--- src/rtl/cnn_layer_accel_sched_pkg.sv ---
// Shared types and helpers for the quad-side job schedulers.
package cnn_layer_accel_sched_pkg;

  typedef enum logic [2:0] {
    StIdle,
    StIssue,
    StFetch,
    StRun,
    StCmpl,
    StDone
  } sched_state_t;

  // Default number of cycles a job may sit in ISSUE or RUN before it is aborted.
  localparam int unsigned CTimeoutDefault = 65535;

  // Width of an index selecting one of num_req requesters (at least 1 bit).
  function automatic int unsigned owner_w(input int unsigned num_req);
    return (num_req > 1) ? $clog2(num_req) : 1;
  endfunction

endpackage

--- src/rtl/cnl_rr_arbiter.sv ---
// Round-robin arbiter: grants the first requester after the pointer, wrapping.
// The pointer moves to the granted index only when the caller strobes advance_i.
module cnl_rr_arbiter
  import cnn_layer_accel_sched_pkg::*;
#(
  parameter int unsigned C_NUM_REQ = 4
) (
  input  logic                             clk_i,
  input  logic                             rst_ni,
  input  logic [C_NUM_REQ-1:0]             req_i,
  input  logic                             advance_i,
  output logic [C_NUM_REQ-1:0]             grant_o,
  output logic [owner_w(C_NUM_REQ)-1:0]    idx_o,
  output logic                             valid_o
);

  localparam int unsigned IdxW = owner_w(C_NUM_REQ);

  logic [IdxW-1:0] ptr_q, ptr_d;
  logic [IdxW-1:0] cand;

  // Scan requesters starting just after the pointer; first hit wins.
  always_comb begin
    grant_o = '0;
    idx_o   = '0;
    valid_o = 1'b0;
    cand    = '0;
    for (int unsigned k = 1; k <= C_NUM_REQ; k++) begin
      cand = IdxW'((32'(ptr_q) + k) % C_NUM_REQ);
      if (!valid_o && req_i[cand]) begin
        valid_o       = 1'b1;
        idx_o         = cand;
        grant_o[cand] = 1'b1;
      end
    end
  end

  // Pointer follows the last accepted grant.
  always_comb begin
    ptr_d = ptr_q;
    if (advance_i && valid_o) begin
      ptr_d = idx_o;
    end
  end

  // Pointer register; resets to the last index so requester 0 wins first.
  always_ff @(posedge clk_i or negedge rst_ni) begin
    if (!rst_ni) begin
      ptr_q <= IdxW'(C_NUM_REQ - 1);
    end else begin
      ptr_q <= ptr_d;
    end
  end

endmodule

--- src/rtl/cnn_layer_accel_job_sched.sv ---
// Job scheduler in front of one cnn_layer_accel_quad: shares the quad job port among
// requesters round-robin, sequences the quad handshake and routes events to the owner.
module cnn_layer_accel_job_sched
  import cnn_layer_accel_sched_pkg::*;
#(
  parameter int unsigned C_NUM_REQ = 4,
  parameter int unsigned C_PARAM_W = 128,
  parameter int unsigned C_TIMEOUT = CTimeoutDefault
) (
  input  logic                             clk_if_i,
  input  logic                             rst_ni,
  input  logic [C_NUM_REQ-1:0]             req_valid_i,
  output logic [C_NUM_REQ-1:0]             req_ready_o,
  input  logic [C_NUM_REQ*C_PARAM_W-1:0]   req_parameters_i,
  output logic [C_NUM_REQ-1:0]             fwd_fetch_request_o,
  input  logic [C_NUM_REQ-1:0]             fwd_fetch_ack_i,
  input  logic [C_NUM_REQ-1:0]             fwd_fetch_complete_i,
  output logic [C_NUM_REQ-1:0]             done_valid_o,
  output logic                             done_err_o,
  input  logic [C_NUM_REQ-1:0]             done_ack_i,
  output logic                             job_start_o,
  input  logic                             job_accept_i,
  output logic [C_PARAM_W-1:0]             job_parameters_o,
  input  logic                             job_fetch_request_i,
  output logic                             job_fetch_ack_o,
  output logic                             job_fetch_complete_o,
  input  logic                             job_complete_i,
  output logic                             job_complete_ack_o,
  output logic                             busy_o,
  output logic [owner_w(C_NUM_REQ)-1:0]    owner_id_o
);

  localparam int unsigned OwnerW = owner_w(C_NUM_REQ);
  localparam int unsigned TimerW = $clog2(C_TIMEOUT + 1);
  localparam logic [TimerW-1:0] TimerLast = TimerW'(C_TIMEOUT - 1);
  localparam logic [TimerW-1:0] TimerSat  = TimerW'(C_TIMEOUT);

  sched_state_t          state_q, state_d;
  logic [OwnerW-1:0]     owner_q, owner_d;
  logic [C_PARAM_W-1:0]  param_q, param_d;
  logic                  err_q, err_d;
  logic [TimerW-1:0]     timer_q, timer_d;

  logic [C_NUM_REQ-1:0]  arb_grant;
  logic [OwnerW-1:0]     arb_idx;
  logic                  arb_valid;
  logic                  arb_adv;
  logic [C_PARAM_W-1:0]  arb_params;
  logic                  timeout;
  logic                  in_fetch;

  cnl_rr_arbiter #(
    .C_NUM_REQ (C_NUM_REQ)
  ) u_arb (
    .clk_i     (clk_if_i),
    .rst_ni    (rst_ni),
    .req_i     (req_valid_i),
    .advance_i (arb_adv),
    .grant_o   (arb_grant),
    .idx_o     (arb_idx),
    .valid_o   (arb_valid)
  );

  // One-hot select of the granted requester's descriptor.
  always_comb begin
    arb_params = '0;
    for (int i = 0; i < int'(C_NUM_REQ); i++) begin
      if (arb_grant[i]) begin
        arb_params = req_parameters_i[i*C_PARAM_W +: C_PARAM_W];
      end
    end
  end

  assign timeout  = (timer_q >= TimerLast);
  assign in_fetch = (state_q == StFetch);

  // Next-state logic; handshake inputs outside their states fall through to hold.
  always_comb begin
    state_d = state_q;
    owner_d = owner_q;
    param_d = param_q;
    err_d   = err_q;
    arb_adv = 1'b0;
    unique case (state_q)
      StIdle: begin
        if (arb_valid) begin
          arb_adv = 1'b1;
          owner_d = arb_idx;
          param_d = arb_params;
          err_d   = 1'b0;
          state_d = StIssue;
        end
      end
      StIssue: begin
        // An accept in the timeout cycle still wins: the quad has taken the job.
        if (job_accept_i) begin
          state_d = StFetch;
        end else if (timeout) begin
          err_d   = 1'b1;
          state_d = StDone;
        end
      end
      StFetch: begin
        if (job_complete_i) begin
          state_d = StCmpl;
        end else if (fwd_fetch_complete_i[owner_q]) begin
          state_d = StRun;
        end
      end
      StRun: begin
        if (job_complete_i) begin
          state_d = StCmpl;
        end else if (timeout) begin
          err_d   = 1'b1;
          state_d = StDone;
        end
      end
      StCmpl: begin
        state_d = StDone;
      end
      StDone: begin
        if (done_ack_i[owner_q]) begin
          state_d = StIdle;
        end
      end
      default: begin
        state_d = StIdle;
      end
    endcase
  end

  // Timer restarts on every state change and only advances in ISSUE and RUN.
  always_comb begin
    timer_d = timer_q;
    if (state_d != state_q) begin
      timer_d = '0;
    end else if ((state_q == StIssue || state_q == StRun) && timer_q != TimerSat) begin
      timer_d = timer_q + 1'b1;
    end
  end

  // State, owner, latched descriptor, error flag and timer.
  always_ff @(posedge clk_if_i or negedge rst_ni) begin
    if (!rst_ni) begin
      state_q <= StIdle;
      owner_q <= '0;
      param_q <= '0;
      err_q   <= 1'b0;
      timer_q <= '0;
    end else begin
      state_q <= state_d;
      owner_q <= owner_d;
      param_q <= param_d;
      err_q   <= err_d;
      timer_q <= timer_d;
    end
  end

  // Per-requester routing of ready, fetch request and done to the owner only.
  always_comb begin
    req_ready_o         = '0;
    fwd_fetch_request_o = '0;
    done_valid_o        = '0;
    for (int i = 0; i < int'(C_NUM_REQ); i++) begin
      req_ready_o[i]         = (state_q == StIdle) && arb_grant[i];
      fwd_fetch_request_o[i] = in_fetch && (owner_q == OwnerW'(i)) && job_fetch_request_i;
      done_valid_o[i]        = (state_q == StDone) && (owner_q == OwnerW'(i));
    end
  end

  assign job_fetch_ack_o      = in_fetch & fwd_fetch_ack_i[owner_q] & job_fetch_request_i;
  assign job_fetch_complete_o = in_fetch & fwd_fetch_complete_i[owner_q];
  assign job_start_o          = (state_q == StIssue);
  assign job_parameters_o     = param_q;
  assign job_complete_ack_o   = (state_q == StCmpl);
  assign done_err_o           = (state_q == StDone) & err_q;
  assign busy_o               = (state_q != StIdle);
  assign owner_id_o           = owner_q;

endmodule
--- config.mk ---
export PLATFORM = sky130hd
export DESIGN_NAME = cnn_layer_accel_job_sched
export DESIGN_NICKNAME = d
export VERILOG_FILES = /design/src/rtl/cnn_layer_accel_sched_pkg.sv /design/src/rtl/cnl_rr_arbiter.sv /design/src/rtl/cnn_layer_accel_job_sched.sv
export SDC_FILE = /design/constraint.sdc
export NUM_CORES = 1
export LEC_CHECK = 0
export ABC_CLOCK_PERIOD_IN_PS = 3500
export CORE_AREA = 2 2 266 268
export CTS_BUF_LIST = sky130_fd_sc_hd__clkbuf_16
export DETAILED_ROUTE_END_ITERATION = 6
export DIE_AREA = 0 0 268 270
export DONT_BUFFER_PORTS = 1
export SYNTH_ARGS = -nofsm -noshare
export SYNTH_HDL_FRONTEND = slang
export SYNTH_HIERARCHICAL = 1
export SYNTH_SLANG_ARGS = --single-unit
export TNS_END_PERCENT = 20
--- constraint.sdc ---
create_clock -name clk_if_i -period 3.5 [get_ports clk_if_i]
set_input_delay 0.525 -clock clk_if_i [delete_from_list [all_inputs] [get_ports clk_if_i]]
set_output_delay 0.525 -clock clk_if_i [all_outputs]
set_load 0.02 [all_outputs]
==> results.yml, run 1 <==
placed_design:
  post-place-cells: 2102
  dp.final_hpwl_mm: 35.3
  gp_congestion: 0.920
  io_buffers: 0
worst_setup_path:
  critPathMaxStageDelay_ps: 530
  cp_num_buf_inv: 2
  ff2ff_setup_slack_ps: 90
  crit_family: "compound AO/OA/AOI/OAI gates"
  crit_type: "register to output pin"
  slowest_stage: "dfstp_2"
  endpoint_kind: "output pin"
  critical_path_required_ps: 2970
  worstPathMaxFanout: 42
  cp-start-kind: "register"
  arrival_ps: 2900
  cp_cell_sequence: "inv_1 -> ha_2 -> mux4_2 -> a22o_1 -> a221o_4 -> buf_12 -> and2_2"
drt:
  routed_via_density: 4.56
  wl_per_cell_um: 21.0
  route.detailed.drc: 0
  drt_iter0_markers: 643
  drtPass1Iterations: 5
  postRouteAntennaNets: 0
  num_vias: 9807
  routed_wirelength_mm: 45.1
synth:
  synth-main-ff-cell: "dfrtp_1"
  yosysWarnings: 6
  synth_top_cells_by_area: "dfrtp_1 37%, a21oi_1 13%, a221oi_1 11%"
  ys_seq_area_share_pct: 37.7
  synth_most_common_cell: "a21oi_1"
  synth-seq-cells: 152
  syn-num-nets: 1785
  synth_top_area_share_pct: 37.2
  ys_async_sr_fraction_pct: 100
  netlist_instances: 1242
  yosys-top-cells-count: "265 x a21oi_1, 154 x nor2_1, 150 x dfrtp_1"
  syn_area_um2: 10100
  syn_area_per_cell_um2: 8.12
  synth_area_leader_cell: "dfrtp_1"
  synth.distinct_cells: 57
  synth_edf_count: 0
sta:
  slew_headroom_pct: 50.7
  rsz0062_at_grt: "yes"
  maxClockFrequency_mhz: 292
  finalClockSkew_ps: 21.5
  tightest_slew_ps: 740
  setup_violations: 0
  hold_violations: 152
  period_needed_ps: 3420
  finalCritPeriodShare_pct: 97.8
  drv_slew: 0
  whs_ps: -248
power:
  powerDensity_nw_per_um2: 1460
  p_total_w: 0.0174
  max-vdd-ir-drop_mv: 0.673
  p_leak_nw: 4.15
die:
  die_y_um: 270
  initial_core_util_pct: 14.5
  coreArea_um2: 69500
  ios: 681
  die-area_um2: 72400
  die_w_um: 268
  rows: 97
global_routing:
  grt-ovfl-total: 0
  antenna_found_initial: 19
  grt_max_degree: 153
  grt_pass1_wl_mm: 61.7
  grt_pass1_vias: 9181
  grtUsageTotal_pct: 11.8
clock_network:
  cts_tree: "built"
  clockBufferDepth: 2
  cts_max_level: 4
  cts_buffers: 17
  clk_pin_slew_ps: 80
  root_buffer: "clkbuf_16"
  clock-sinks: 152
  clk_latency_ps: 470
cells_and_area:
  fillCellCount: 7891
  fin_util_pct: 17.2
  area_delta_synth_final_pct: 18.7
  drive_above_1_share_pct: 10.6
  stdcell_count: 2149
  fin_nets: 1724
hold_path:
  min_path_type: "input port to asynchronous set/reset pin"
run:
  maxCapViolCount: 0
run_status:
  violations: "negative hold slack"
  status: "finished with violations"
==> layout make-up <==
| cell class | instances | area [um^2] | area share [%] |
|---|---|---|---|
| Timing Repair Buffer | 47 | 536 | 4.47 |
| Inverter | 10 | 37.5 | 0.313 |
| Antenna cell | 15 | 37.5 | 0.313 |
| Tap cell | 940 | 1180 | 9.82 |
| Clock buffer | 17 | 425 | 3.55 |
| Multi-Input combinational cell | 953 | 5810 | 48.5 |
| Clock inverter | 15 | 151 | 1.26 |
| Sequential cell | 152 | 3810 | 31.8 |
==> stage by stage <==
stage	area (um^2)	setup slack [ps]	TNS, ps
after global routing	12000	-58.7	-87.0
after floorplan	10100	-23.9	-23.9
after global placement	11300	-228	-422
after detailed placement	11300	-223	-435
final	12000	75.6	0
after CTS	11900	1.08	0
==> layer usage <==
metal	share of wire [%]	routed length (um)	vias up	track usage [%]
met5	0.035	16	-	0
met3	8.8	3970	105	3.76
met4	6.0	2730	2	7.23
li1	-	-	4475	-
met1	39	17600	4627	13.0
met2	46	20900	598	19.5
==> worst paths after layout <==
check | cells after the start | end | from
max | 7 | req_ready_o[1] | u_arb/ptr_q[0]
min | 0 | job_parameters_o[51] | rst_ni
max reg2reg | 12 | job_parameters_o[100] | u_arb/ptr_q[0]
min reg2reg | 2 | timer_q[15] | timer_q[15]
max in group asynchronous | 0 | job_parameters_o[120] | rst_ni
min in group clk_if_i | 2 | job_parameters_o[83] | req_parameters_i[467]
==> power breakdown <==
group | leakage [nW] | switching (W) | internal, W | total [W]
combinational | 2.09 | 0.00655 | 0.00451 | 0.0111
sequential | 1.78 | 0.00181 | 0.00264 | 0.00445
clock | 0.287 | 0.000874 | 0.00105 | 0.00193
total | 4.15 | 0.00923 | 0.00820 | 0.0174
==> sequential cells by signal, summed over array words and instances (netlist names) <==
name	cells
job_parameters_o	128
timer_q	16
state_q	3
owner_id_o	2
u_arb/ptr_q	2
err_q	1
==> placed cells by master, fill, tap and decap left out, types with 3 or more instances in the layout <==
cell type | synthesis | final
a21oi_2 | 3 | 3
inv_6 | 0 | 3
nand3_1 | 3 | 3
nor2_2 | 11 | 10
xnor2_1 | 14 | 14
nor4_1 | 4 | 4
nor3_1 | 133 | 130
a21oi_1 | 265 | 265
o21ai_0 | 3 | 3
mux4_2 | 5 | 5
clkinv_4 | 0 | 4
ha_1 | 10 | 9
a221o_4 | 0 | 3
nand4_1 | 4 | 4
nor2_1 | 154 | 154
a22o_1 | 4 | 4
nand2_1 | 19 | 19
nand2b_1 | 5 | 5
nor2b_1 | 132 | 130
a211oi_1 | 6 | 5
buf_4 | 1 | 33
inv_1 | 10 | 11
nand3b_1 | 3 | 3
a221oi_1 | 128 | 126
dfrtp_1 | 150 | 150
and3_1 | 3 | 3
clkbuf_16 | 0 | 17
a221o_1 | 6 | 3
nor3_2 | 1 | 4
diode_2 | 0 | 15
clkinv_2 | 0 | 3
mux2_2 | 3 | 3
buf_12 | 0 | 13
==> cells by family after synthesis <==
kind of cell,share of synthesized area (%)
AO/OA/AOI/OAI,27.6
XOR/XNOR,1.22
adder cells (fa/ha/maj),1.24
buffers and inverters,5.74
flip-flops,37.7
multiplexers,1.55
AND/OR/NAND/NOR,25.0
==> timing repair <==
item                                    in CTS  in global routing
endpoints found under the setup margin       7                  9
gates resized for setup                      4                 11
buffers inserted                             0                  0
hold endpoints to repair                   152                152
pin swaps                                    0                  1
No activity file was read; power rests on OpenSTA's default activity.
==> run 2, diff against run 1 <==
--- a/config.mk
+++ b/config.mk
@@ -6,10 +6,10 @@
 export NUM_CORES = 1
 export LEC_CHECK = 0
 export ABC_CLOCK_PERIOD_IN_PS = 3500
-export CORE_AREA = 2 2 266 268
+export CORE_AREA = 2 2 267 269
 export CTS_BUF_LIST = sky130_fd_sc_hd__clkbuf_16
 export DETAILED_ROUTE_END_ITERATION = 6
-export DIE_AREA = 0 0 268 270
+export DIE_AREA = 0 0 269 271
 export DONT_BUFFER_PORTS = 1
 export SYNTH_ARGS = -nofsm -noshare
 export SYNTH_HDL_FRONTEND = slang
==> run 2 against run 1 <==
The run ends with negative hold slack, negative setup slack left. Routed wire length is 11% higher. Fmax is 3.6% lower. Sequential cell count stayed put. Combinational power is 4% higher. Hold slack worse by 16 ps. Global-route usage is 0.67 points higher. Design area is 0.95% higher. Sequential share of layout area is 0.30 points lower. Power is 1.6% higher. Setup slack worse by 130 ps. Die area is 0.74% higher. First-iteration DRC count is 2.8% lower. Highest routed layer unchanged.
==> results.yml, run 2 (synthesis results as in run 1) <==
run_status:
  status: "finished with violations"
  violations: "negative hold slack, negative setup slack"
drt:
  routed_via_density: 4.63
  drt_iter0_markers: 625
  num_vias: 10000
  postRouteAntennaNets: 0
  wl_per_cell_um: 23.1
  routed_wirelength_mm: 50.0
  drtPass1Iterations: 5
  route.detailed.drc: 0
worst_setup_path:
  cp_common_cell: "a21oi_1"
  endpoint_kind: "register"
  ff2ff_setup_slack_ps: -50
  r2r_start: "u_arb/ptr_q[0]"
  slowest_stage: "dfstp_2"
  arrival_ps: 3880
  critPathMaxStageDelay_ps: 580
  crit_type: "register to register"
  cp_cell_sequence: "clkinvlp_4 -> ha_4 -> mux4_2 -> a22o_1 -> a221o_4 -> buf_12 -> a221oi_1 -> nor3_1 -> a21oi_1 -> a21oi_1"
  r2r-end: "job_parameters_o[111]"
  critical_path_required_ps: 3820
  worstPathMaxFanout: 127
  r2r_cells: 10
  cp_num_buf_inv: 2
  crit_family: "compound AO/OA/AOI/OAI gates"
  cp-start-kind: "register"
cells_and_area:
  drive_above_1_share_pct: 11.5
  stdcell_count: 2162
  fin_nets: 1735
  layout_common_cells: "265 x a21oi_1, 154 x nor2_1, 150 x dfrtp_1, 133 x nor3_1, 130 x nor2b_1"
  fillCellCount: 7825
  fin_area_um2: 12100
  area_delta_synth_final_pct: 19.8
  final_common_cell: "a21oi_1"
  largest_register_ffs: 128
clock_network:
  cts_tree: "built"
  cts_max_level: 4
  cts_buffers: 17
  clk_latency_ps: 480
  clock-sinks: 152
  root_buffer: "clkbuf_16"
  clk_pin_slew_ps: 80
  clockBufferDepth: 2
power:
  max-vdd-ir-drop_mv: 0.605
  powerDensity_nw_per_um2: 1460
  p_leak_nw: 4.20
  p_total_w: 0.0177
die:
  ios: 681
  rows: 97
  die_w_um: 269
  die_y_um: 271
  die-area_um2: 72900
  initial_core_util_pct: 14.5
  coreArea_um2: 69800
hold_path:
  min_path_type: "input port to asynchronous set/reset pin"
placed_design:
  post-place-cells: 2103
  dp.final_hpwl_mm: 37.5
  io_buffers: 0
  placed_area_um2: 11300
  gp_congestion: 0.916
sta:
  tightest_slew_ps: 657
  finalClockSkew_ps: 24.4
  slew_headroom_pct: 55.9
  finalCritPeriodShare_pct: 102
  rsz0062_at_grt: "yes"
  postLayoutSetupSlackWorst_ps: -53.9
  whs_ps: -264
  drv_slew: 0
  maxClockFrequency_mhz: 281
  hold_violations: 152
  period_needed_ps: 3550
  setup_violations: 2
  setup-tns-final_ps: -69.0
run:
  maxCapViolCount: 0
global_routing:
  antenna_found_initial: 28
  grt-ovfl-total: 0
  grt_max_degree: 153
  grt_pass1_wl_mm: 64.7
  grt_pass1_vias: 9285
  grtUsageTotal_pct: 12.4
-- run 2: cell types whose count changed in the layout (fill, tap and decap cells not counted), sizes merged --
| cell | previous run | this run |
|---|---|---|
| inv | 14 | 15 |
| a221o | 6 | 7 |
| clkbuf | 17 | 19 |
| diode | 15 | 17 |
| clkinvlp | 1 | 4 |
| bufinv | 2 | 0 |
| clkinv | 8 | 6 |
| buf | 47 | 54 |
| bufbuf | 0 | 1 |
-- run 2: metal layers --
metal	up-vias	part of all wire (%)	track usage, %
met2	647	46	19.9
met1	4742	37	13.4
li1	4502	-	-
met5	-	0.17	0
met3	111	12	5.98
met4	14	5.1	6.90
-- run 2: where the power goes --
group / leakage [nW] / total (W) / switching [W] / internal (W)
combinational: 2.16 / 0.0115 / 0.00673 / 0.00473
sequential: 1.78 / 0.00445 / 0.00181 / 0.00264
clock: 0.262 / 0.00180 / 0.000895 / 0.000907
-- run 2: cell type report --
type / count / area, um^2 / share of cell area [%]
flip-flops and latches: 152 / 3810 / 31.5
well taps: 940 / 1180 / 9.73
clock inverters: 15 / 104 / 0.859
diodes: 17 / 42.5 / 0.352
multi-input cells: 954 / 5840 / 48.3
clock buffers: 17 / 425 / 3.52
inverters: 10 / 41.3 / 0.342
repair buffers: 57 / 652 / 5.39
-- run 2: timing repair --
action                                  in CTS  in global routing
endpoints found under the hold margin      152                152
pin swaps                                    1                  3
endpoints found under the setup margin       2                 28
setup buffers                                1                  7
gates cloned                                 1                  3
gates resized for setup                      3                 18
-- run 2: how the worst max path moves through the flow --
stage | endpoint | slack [ps] | from | cells past startpoint
after floorplan | req_ready_o[1] | -20 | u_arb/ptr_q[0] | 12
after global placement | job_parameters_o[51] | 160 | u_arb/ptr_q[0] | 14
after detailed placement | job_parameters_o[41] | 110 | u_arb/ptr_q[0] | 13
after CTS | req_ready_o[1] | 6 | u_arb/ptr_q[0] | 7
after global routing | job_parameters_o[41] | -80 | u_arb/ptr_q[0] | 12
final | job_parameters_o[111] | -50 | u_arb/ptr_q[0] | 10
-- run 2: stage by stage --
| stage | util (%) | hold WS, ps | setup WS [ps] |
|---|---|---|---|
| finish | 17.3 | -264 | -53.9 |
| detailed placement | 16.1 | 233 | 107 |
| CTS | 17.0 | -327 | 5.94 |
| floorplan | - | 229 | -23.9 |
| global placement | 16.1 | 232 | 161 |
| global route | 17.3 | -311 | -81.8 |
==> run 3, diff against run 2 <==
--- a/config.mk
+++ b/config.mk
@@ -6,11 +6,10 @@
 export NUM_CORES = 1
 export LEC_CHECK = 0
 export ABC_CLOCK_PERIOD_IN_PS = 3500
-export CORE_AREA = 2 2 267 269
+export CORE_AREA = 2 2 268 270
 export CTS_BUF_LIST = sky130_fd_sc_hd__clkbuf_16
 export DETAILED_ROUTE_END_ITERATION = 6
-export DIE_AREA = 0 0 269 271
-export DONT_BUFFER_PORTS = 1
+export DIE_AREA = 0 0 270 272
 export SYNTH_ARGS = -nofsm -noshare
 export SYNTH_HDL_FRONTEND = slang
 export SYNTH_HIERARCHICAL = 1
==> run 3 against run 2 <==
The flow now finishes without violations. Fmax rose by 6.1%. Non-clock buffer count rose by 739. Critical path depth fell by 1. Clock skew fell by 6.9 ps. Core utilization rose by 10 points. Hold slack improved by 350 ps. First-iteration DRC count rose by 8.2%. Clock power rose by 17%. Count of clock-buffer cells in the layout did not move. Critical path type is now input port to output pin. Largest cell class is now non-clock buffers.
==> results.yml, run 3 (synthesis results as in run 1) <==
drt:
  route.detailed.drc: 0
  drtPass1Iterations: 7
  routed_via_density: 4.28
  postRouteAntennaNets: 0
  num_vias: 12400
  routed_wirelength_mm: 54.7
  drt_iter0_markers: 676
  wl_per_cell_um: 18.9
die:
  die-area_um2: 73400
  coreArea_um2: 70800
  ios: 681
  rows: 98
  die_w_um: 270
  initial_core_util_pct: 14.3
  die_y_um: 272
cells_and_area:
  fin_area_um2: 19500
  layout_common_cells: "675 x clkdlybuf4s50_1, 265 x a21oi_1, 154 x nor2_1, 150 x dfrtp_1, 132 x nor3_1"
  stdcell_count: 2899
  area_delta_synth_final_pct: 93.3
  largest_register_ffs: 128
  fin_nets: 2473
  fin_util_pct: 27.6
  drive_above_1_share_pct: 9.93
  final_common_cell: "clkdlybuf4s50_1"
worst_setup_path:
  worstPathMaxFanout: 9
  critical_path_required_ps: 2970
  cp-start-kind: "input port"
  r2r_cells: 13
  arrival_ps: 2830
  crit_type: "input port to output pin"
  endpoint_kind: "output pin"
clock_network:
  clockBufferDepth: 2
  root_buffer: "clkbuf_16"
  clk_pin_slew_ps: 70
  clock-sinks: 152
  cts_tree: "built"
  cts_max_level: 4
  clk_latency_ps: 490
  cts_buffers: 17
sta:
  postLayoutSetupSlackWorst_ps: 149
  period_needed_ps: 3350
  setup_violations: 0
  finalCritPeriodShare_pct: 95.7
  tightest_slew_ps: 671
  drv_slew: 0
  hold_violations: 0
  rsz0062_at_grt: "no"
  maxClockFrequency_mhz: 298
  whs_ps: 85.1
  finalClockSkew_ps: 17.5
  slew_headroom_pct: 55.2
run_status:
  status: "finished clean"
placed_design:
  gp_congestion: 0.869
  dp_slack_ps: -394
  placed_area_um2: 18800
  post-place-cells: 2857
  io_buffers: 680
  dp.final_hpwl_mm: 43.5
power:
  max-vdd-ir-drop_mv: 0.581
  powerDensity_nw_per_um2: 1080
  p_leak_nw: 7.23
global_routing:
  grtUsageTotal_pct: 14.5
  grt_pass1_vias: 12300
  antenna_found_initial: 18
  grt-ovfl-total: 0
  grt_pass1_wl_mm: 79.7
  grt_max_degree: 72
run:
  maxCapViolCount: 0
hold_path:
  min_path_type: "input port to asynchronous set/reset pin"
[run 3: cell count changes in the layout (fill, tap and decap cells not counted), moves of 5 or more]
cell             previous run  this run
buf_12                      9        29
clkdlybuf4s50_1             0       675
diode_2                    17         6
buf_4                      41        88
a221oi_1                  120       126
a221oi_2                    7         2
[run 3: per-layer routing]
metal | vias to the layer above | global-route usage, % | wire, um
met5 | - | 0 | 111
li1 | 5962 | - | -
met3 | 77 | 5.56 | 5240
met2 | 540 | 23.3 | 25400
met1 | 5827 | 17.5 | 22500
met4 | 16 | 5.51 | 1460
[run 3: final cells by class]
class / count / area (um^2)
Clock inverter: 15 / 199
Clock buffer: 17 / 425
Fill cell: 7629 / 51300
Antenna cell: 6 / 15.0
Multi-Input combinational cell: 953 / 5780
Timing Repair Buffer: 796 / 8040
Inverter: 10 / 37.5
Sequential cell: 152 / 3810
Tap cell: 950 / 1190
[run 3: power breakdown]
group	total [W]	switching, W	leakage, nW	internal, W
logic	0.0157	0.00840	5.15	0.00730
clock network	0.00210	0.000903	0.301	0.00120
registers	0.00321	0.000565	1.78	0.00265
total	0.0210	0.00987	7.23	0.0111
[run 3: critical path: stages]
cell	delay, ps
clkdlybuf4s50_1	630
buf_4	190
nor2_1	40
a221oi_1	320
a211oi_2	90
buf_4	160
a221o_4	410
and2_1	160
clkdlybuf4s15_1	290
[run 3: repair_timing]
action                     4_1_cts  5_1_grt
cloned                           0        0
resized for setup                6        4
setup endpoints to repair        4        4
buffers inserted                 5        0
pin swaps                        1        0
hold buffers                     0        0
[run 3: metrics by stage]
stage               setup TNS, ps  total power (W)
floorplan                   -23.9           0.0121
global placement            -7090           0.0189
detailed placement         -12630           0.0190
CTS                             0           0.0213
global route                    0           0.0228
finish                          0           0.0210
[run 3: final timing paths]
kind                                  startpoint               endpoint  slack [ps]
max                               req_valid_i[1]         req_ready_o[1]         150
min                                       rst_ni   job_parameters_o[57]          90
max reg2reg                       u_arb/ptr_q[0]  job_parameters_o[103]         260
min reg2reg                job_parameters_o[126]  job_parameters_o[126]         500
max in group asynchronous                 rst_ni  job_parameters_o[118]        2670
min in group clk_if_i      job_parameters_o[126]  job_parameters_o[126]         500
